[config.mk]
export PLATFORM = sky130hd
export DESIGN_NAME = gmii_rx_frame_ctrl
export DESIGN_NICKNAME = d
export VERILOG_FILES = /design/src/rtl/gmii_rx_frame_ctrl.sv
export SDC_FILE = /design/constraint.sdc
export NUM_CORES = 1
export LEC_CHECK = 0
export CAP_MARGIN = 20
export CORE_UTILIZATION = 45
export DETAILED_ROUTE_END_ITERATION = 10
export PLACE_DENSITY = 0.81
export SETUP_SLACK_MARGIN = 0.15
export SLEW_MARGIN = 20
export SYNTH_ARGS = -nofsm -noshare
export SYNTH_HDL_FRONTEND = slang
export SYNTH_SLANG_ARGS = --single-unit
[constraint.sdc]
create_clock -name gmii_rx_clk -period 3.9 [get_ports gmii_rx_clk]
set_input_delay 0.585 -clock gmii_rx_clk [delete_from_list [all_inputs] [get_ports gmii_rx_clk]]
set_output_delay 0.585 -clock gmii_rx_clk [all_outputs]
set_load 0.05 [all_outputs]
[src/rtl/gmii_rx_frame_ctrl.sv]
// GMII receive frame controller.
// Strips preamble/SFD, delays payload by one byte so the final byte can be
// flagged with tlast/tuser, checks frame length and receive errors, and keeps
// saturating good/bad frame counters.
module gmii_rx_frame_ctrl #(
    parameter int MIN_LEN = 64,
    parameter int MAX_LEN = 1518
) (
    input  logic        gmii_rx_clk,
    input  logic        rst_n,
    input  logic        gmii_rx_dv,
    input  logic        gmii_rx_er,
    input  logic [7:0]  gmii_rxd,
    input  logic        cfg_enable,
    output logic        m_tvalid,
    output logic [7:0]  m_tdata,
    output logic        m_tlast,
    output logic        m_tuser,
    output logic        busy,
    output logic [15:0] stat_good,
    output logic [15:0] stat_bad
);

    typedef enum logic [1:0] {
        IDLE     = 2'd0,
        PREAMBLE = 2'd1,
        DATA     = 2'd2,
        DROP     = 2'd3
    } state_t;

    localparam logic [10:0] MIN_L   = 11'(MIN_LEN);
    localparam logic [10:0] MAX_L   = 11'(MAX_LEN);
    localparam logic [10:0] LEN_SAT = 11'd2047;

    state_t      state_r;
    state_t      state_s;
    logic [7:0]  hold_r;
    logic        hold_valid_r;
    logic [2:0]  pcnt_r;
    logic [10:0] len_r;
    logic        err_r;

    logic        emit_s;
    logic        emit_last_s;
    logic        frame_bad_s;
    logic        inc_good_s;
    logic        inc_bad_s;
    logic        pre_start_s;
    logic        pre_inc_s;
    logic        sfd_s;
    logic        data_byte_s;
    logic        frame_end_s;

    // Saturating 16-bit increment used by both frame counters.
    function automatic logic [15:0] sat_inc16(input logic [15:0] v);
        if (v == 16'hFFFF) begin
            sat_inc16 = v;
        end else begin
            sat_inc16 = v + 16'd1;
        end
    endfunction

    assign frame_bad_s = err_r | (len_r < MIN_L) | (len_r > MAX_L);

    // Next-state and per-cycle control decode.
    always_comb begin
        state_s     = state_r;
        emit_s      = 1'b0;
        emit_last_s = 1'b0;
        inc_good_s  = 1'b0;
        inc_bad_s   = 1'b0;
        pre_start_s = 1'b0;
        pre_inc_s   = 1'b0;
        sfd_s       = 1'b0;
        data_byte_s = 1'b0;
        frame_end_s = 1'b0;
        case (state_r)
            IDLE: begin
                if (gmii_rx_dv) begin
                    if (cfg_enable && (gmii_rxd == 8'h55)) begin
                        state_s     = PREAMBLE;
                        pre_start_s = 1'b1;
                    end else begin
                        state_s   = DROP;
                        inc_bad_s = 1'b1;
                    end
                end else begin
                    state_s = IDLE;
                end
            end
            PREAMBLE: begin
                if (gmii_rx_dv) begin
                    if (gmii_rxd == 8'h55) begin
                        pre_inc_s = 1'b1;
                    end else if (gmii_rxd == 8'hD5) begin
                        state_s = DATA;
                        sfd_s   = 1'b1;
                    end else begin
                        state_s   = DROP;
                        inc_bad_s = 1'b1;
                    end
                end else begin
                    state_s   = IDLE;
                    inc_bad_s = 1'b1;
                end
            end
            DATA: begin
                if (gmii_rx_dv) begin
                    data_byte_s = 1'b1;
                    emit_s      = hold_valid_r;
                end else begin
                    state_s     = IDLE;
                    frame_end_s = 1'b1;
                    if (hold_valid_r) begin
                        emit_s      = 1'b1;
                        emit_last_s = 1'b1;
                        if (frame_bad_s) begin
                            inc_bad_s = 1'b1;
                        end else begin
                            inc_good_s = 1'b1;
                        end
                    end else begin
                        inc_bad_s = 1'b1;
                    end
                end
            end
            DROP: begin
                if (gmii_rx_dv) begin
                    state_s = DROP;
                end else begin
                    state_s = IDLE;
                end
            end
            default: begin
                state_s = IDLE;
            end
        endcase
    end

    // State register and busy flag.
    always_ff @(posedge gmii_rx_clk) begin
        if (!rst_n) begin
            state_r <= IDLE;
            busy    <= 1'b0;
        end else begin
            state_r <= state_s;
            busy    <= (state_s != IDLE);
        end
    end

    // Frame tracking: preamble count, hold byte, length and sticky error.
    always_ff @(posedge gmii_rx_clk) begin
        if (!rst_n) begin
            pcnt_r       <= 3'd0;
            hold_r       <= 8'd0;
            hold_valid_r <= 1'b0;
            len_r        <= 11'd0;
            err_r        <= 1'b0;
        end else begin
            if (pre_start_s) begin
                pcnt_r <= 3'd1;
            end else if (pre_inc_s && (pcnt_r != 3'd7)) begin
                pcnt_r <= pcnt_r + 3'd1;
            end else begin
                pcnt_r <= pcnt_r;
            end
            if (sfd_s) begin
                hold_valid_r <= 1'b0;
                len_r        <= 11'd0;
                err_r        <= 1'b0;
            end else if (data_byte_s) begin
                hold_r       <= gmii_rxd;
                hold_valid_r <= 1'b1;
                len_r        <= (len_r == LEN_SAT) ? len_r : (len_r + 11'd1);
                err_r        <= err_r | gmii_rx_er;
            end else if (frame_end_s) begin
                hold_valid_r <= 1'b0;
            end else begin
                hold_valid_r <= hold_valid_r;
            end
        end
    end

    // Registered payload stream; tvalid/tlast/tuser are single-cycle pulses.
    always_ff @(posedge gmii_rx_clk) begin
        if (!rst_n) begin
            m_tvalid <= 1'b0;
            m_tdata  <= 8'd0;
            m_tlast  <= 1'b0;
            m_tuser  <= 1'b0;
        end else begin
            m_tvalid <= emit_s;
            m_tlast  <= emit_last_s;
            m_tuser  <= emit_last_s & frame_bad_s;
            if (emit_s) begin
                m_tdata <= hold_r;
            end else begin
                m_tdata <= m_tdata;
            end
        end
    end

    // Saturating good/bad frame statistics.
    always_ff @(posedge gmii_rx_clk) begin
        if (!rst_n) begin
            stat_good <= 16'd0;
            stat_bad  <= 16'd0;
        end else begin
            if (inc_good_s) begin
                stat_good <= sat_inc16(stat_good);
            end else begin
                stat_good <= stat_good;
            end
            if (inc_bad_s) begin
                stat_bad <= sat_inc16(stat_bad);
            end else begin
                stat_bad <= stat_bad;
            end
        end
    end

endmodule

==> flow_summary.ini <==
[global_route]
grt-busiest-layer = met2
grtUsageMet1 = 0.256
grt_max_degree = 37
grt.met2_usage = 0.330
track_usage = 0.204
grt_pass1_wl_microns = 11700
met3_usage = 0.0541
antenna_found_initial = 0
grt_overflow = 0
grt_pass1_vias = 2570

[timing]
fin_skew_ns = 0.00985
final_max_slew_viol_count = 0
worst_slew_pin_slew_ns = 0.854
timing.fmax_mhz = 372
finalSetupTns_ns = 0
final.period_utilization = 0.689
rsz0062_at_grt = false
worst_slack_ns = 1.21
fin_crit_ns = 2.69
relSlewSlack = 0.431
hold_violations = 0
setup_viol = 0

[finish]
n_antenna_cell = 0
nNetsFinal = 423
syn_to_final_growth_pct = 25.5
fill_cells = 572
multi_input_area_sq_um = 1600
regArea_sq_um = 1340
final_layout_size_suffix_gt1_frac = 0.0655
layout.cells.non_filler = 489
finish.utilization = 0.593

[synth]
avgSynthCellArea_sq_um = 8.57
synth_fa_ha_area_frac = 0.0123
netlist.area_leader.share = 0.440
ys.warnings.count = 0
synth_xor_area_frac = 0.0603
synth_ff_type = dfxtp_1
synthCells = 356
synth_area_leader_cell = dfxtp_1
muxShareOfSynthArea = 0.0131
synthSimpleGateAreaFrac = 0.306
synthesis.nets = 372
synthArstFlopShare = 0
synth-edff-count = 0
synth_top_family_by_area = simple AND/OR/NAND/NOR gates
yosys-top-cells-count = dfxtp_1, nand2_1, a21oi_1
ys_top_cells_by_area = dfxtp_1, nand2_1, a21oi_1
synth-compound-area-share = 0.132
synthesis.area_sq_um = 3050
synth_most_common_cell = dfxtp_1
ys_types = 49
ys_ff_latch = 67
yosysSeqAreaShare = 0.440

[routing]
wl_per_cell_microns = 13.9
drc_errors = 10
vias = 2753
drt_iter0_markers = 136
ant_nets = 0
drtPass1Iterations = 9
viasPerCell = 5.63
wirelength_microns = 6810

[cts]
cts_hold_buf = 0
clockBufferDepth = 2
h-tree-depth = 3
clk_pin_slew_ns = 0.08
cts_setup_buffers = 0
post_cts_resized = 0
cts_tree = built
ctsRootBufferMaster = clkbuf_8
cts_sinks = 67
insertion_delay_ns = 0.35
cts-buffers-inserted = 9

[placed_design]
hpwl_microns = 4620
gp_congestion = 0.782
port_buffers = 56
placed_cells = 473
post-place-ws_ns = 0.864

[setup_path]
crit_path_frequent_cell = and3_1
rr_startpoint = stat_bad[0]
critPathCaptureType = register
cp_num_buf_inv = 1
reg2reg_depth = 7
crit_chain = clkdlybuf4s50_1 > nand3b_1 > a41oi_1 > and3_1 > and3_1 > xnor2_1 > nor2_1
critical_path.slowest_cell = clkdlybuf4s50_1
crit_type = in2reg
worstPathRequired_ns = 4.13
path_delay_family = simple AND/OR/NAND/NOR gates
r2r_setup_slack_ns = 1.44
reg2reg_to = stat_bad[13]
startpoint_type = input port
cp.arrival_ns = 2.91
cp_max_fo = 12
crit_path_max_incr_delay_ns = 0.74

[floorplan]
dieHeight_microns = 84.3
die_area_sq_um = 7110
die_w_microns = 84.3
ios = 57
core_sq_um = 6460
start_util = 0.472
rows = 29

[flow_run]
drv_cap = 0

[run_status]
status = finished with violations
failed_checks = design-rule violations

[pwr]
p_leak_nw = 1.28
vdd_drop_max_mv = 0.240
power.total_mw = 1.36
power_density_nw_per_um2 = 356

[hold_path]
hold_class = reg2reg
min_delay_worst_endpoint = hold_r[5]
hold_depth = 2
min_from = hold_r[5]
==> kinds of logic (layout without fill, tap and decap cells) <==
group	Yosys count	after routing
compound gates	61	61
xor+xnor	21	21
fa+ha+maj	3	3
buf+inv	24	80
flops	67	67
mux	4	4
simple gates	176	176
==> per-layer routing <==
metal	vias to the layer above	share of wire
met4	0	0.014
li1	1387	-
met5	-	0
met2	54	0.47
met1	1303	0.48
met3	9	0.041
==> stage by stage <==
step / hold WS, ns / area [sq um]
finish: 0.460 / 3830
global route: 0.471 / 3830
CTS: 0.459 / 3830
detailed placement: 0.448 / 3640
global placement: 0.447 / 3640
floorplan: 0.437 / 3050
==> where the power goes <==
part           internal [mW]  switching [mW]
Clock                  0.292           0.275
Sequential             0.693          0.0102
Combinational         0.0344          0.0567
Total                   1.02           0.342
==> area by class of cell <==
type,count,area share
multi-input cells,265,0.418
well taps,77,0.0252
inverters,6,0.00588
clock inverters,7,0.0180
repair buffers,58,0.150
flip-flops and latches,67,0.350
clock buffers,9,0.0324
==> registers in the layout (all words and copies together) (netlist names), 2 cells and up <==
signal     cells
stat_bad      16
stat_good     16
len_r         11
hold_r         8
m_tdata        8
state_r        2
==> how the worst max path moves through the flow <==
| stage | start | end | slack [ns] | depth (start not counted) |
|---|---|---|---|---|
| floorplan | stat_bad[1] | stat_bad[0] | 1.50 | 9 |
| global placement | gmii_rx_dv | len_r[7] | 0.93 | 7 |
| detailed placement | gmii_rx_dv | len_r[8] | 0.86 | 7 |
| CTS | gmii_rx_dv | len_r[8] | 1.25 | 7 |
| global route | gmii_rx_dv | len_r[8] | 1.05 | 7 |
| finish | gmii_rx_dv | len_r[8] | 1.21 | 7 |
==> placed cells by master, fill, tap and decap left out, drive strengths merged, types with 2 or more instances in the layout <==
master          n
and2            2
or4            10
o31ai           9
clkinvlp        2
mux2i           4
nor3            4
nand4          17
nor4            5
buf             2
or3             4
o41ai           4
o21ai           2
a21oi          35
clkbuf          9
nand3          21
inv             5
nor2           31
and4            5
clkdlybuf4s50  56
xor2           16
nand2          51
nor2b           5
o211ai          5
xnor2           5
dfxtp          67
and3            8
clkinv          5
nor3b           2
ha              3
nand2b          6
==> tightest hold or removal path, cell delays in order, from the launching register on <==
cell and delay [ns]:
dfxtp_1 0.31, nand2_1 0.05, a21oi_1 0.05
(Power assumes the default switching activity.)
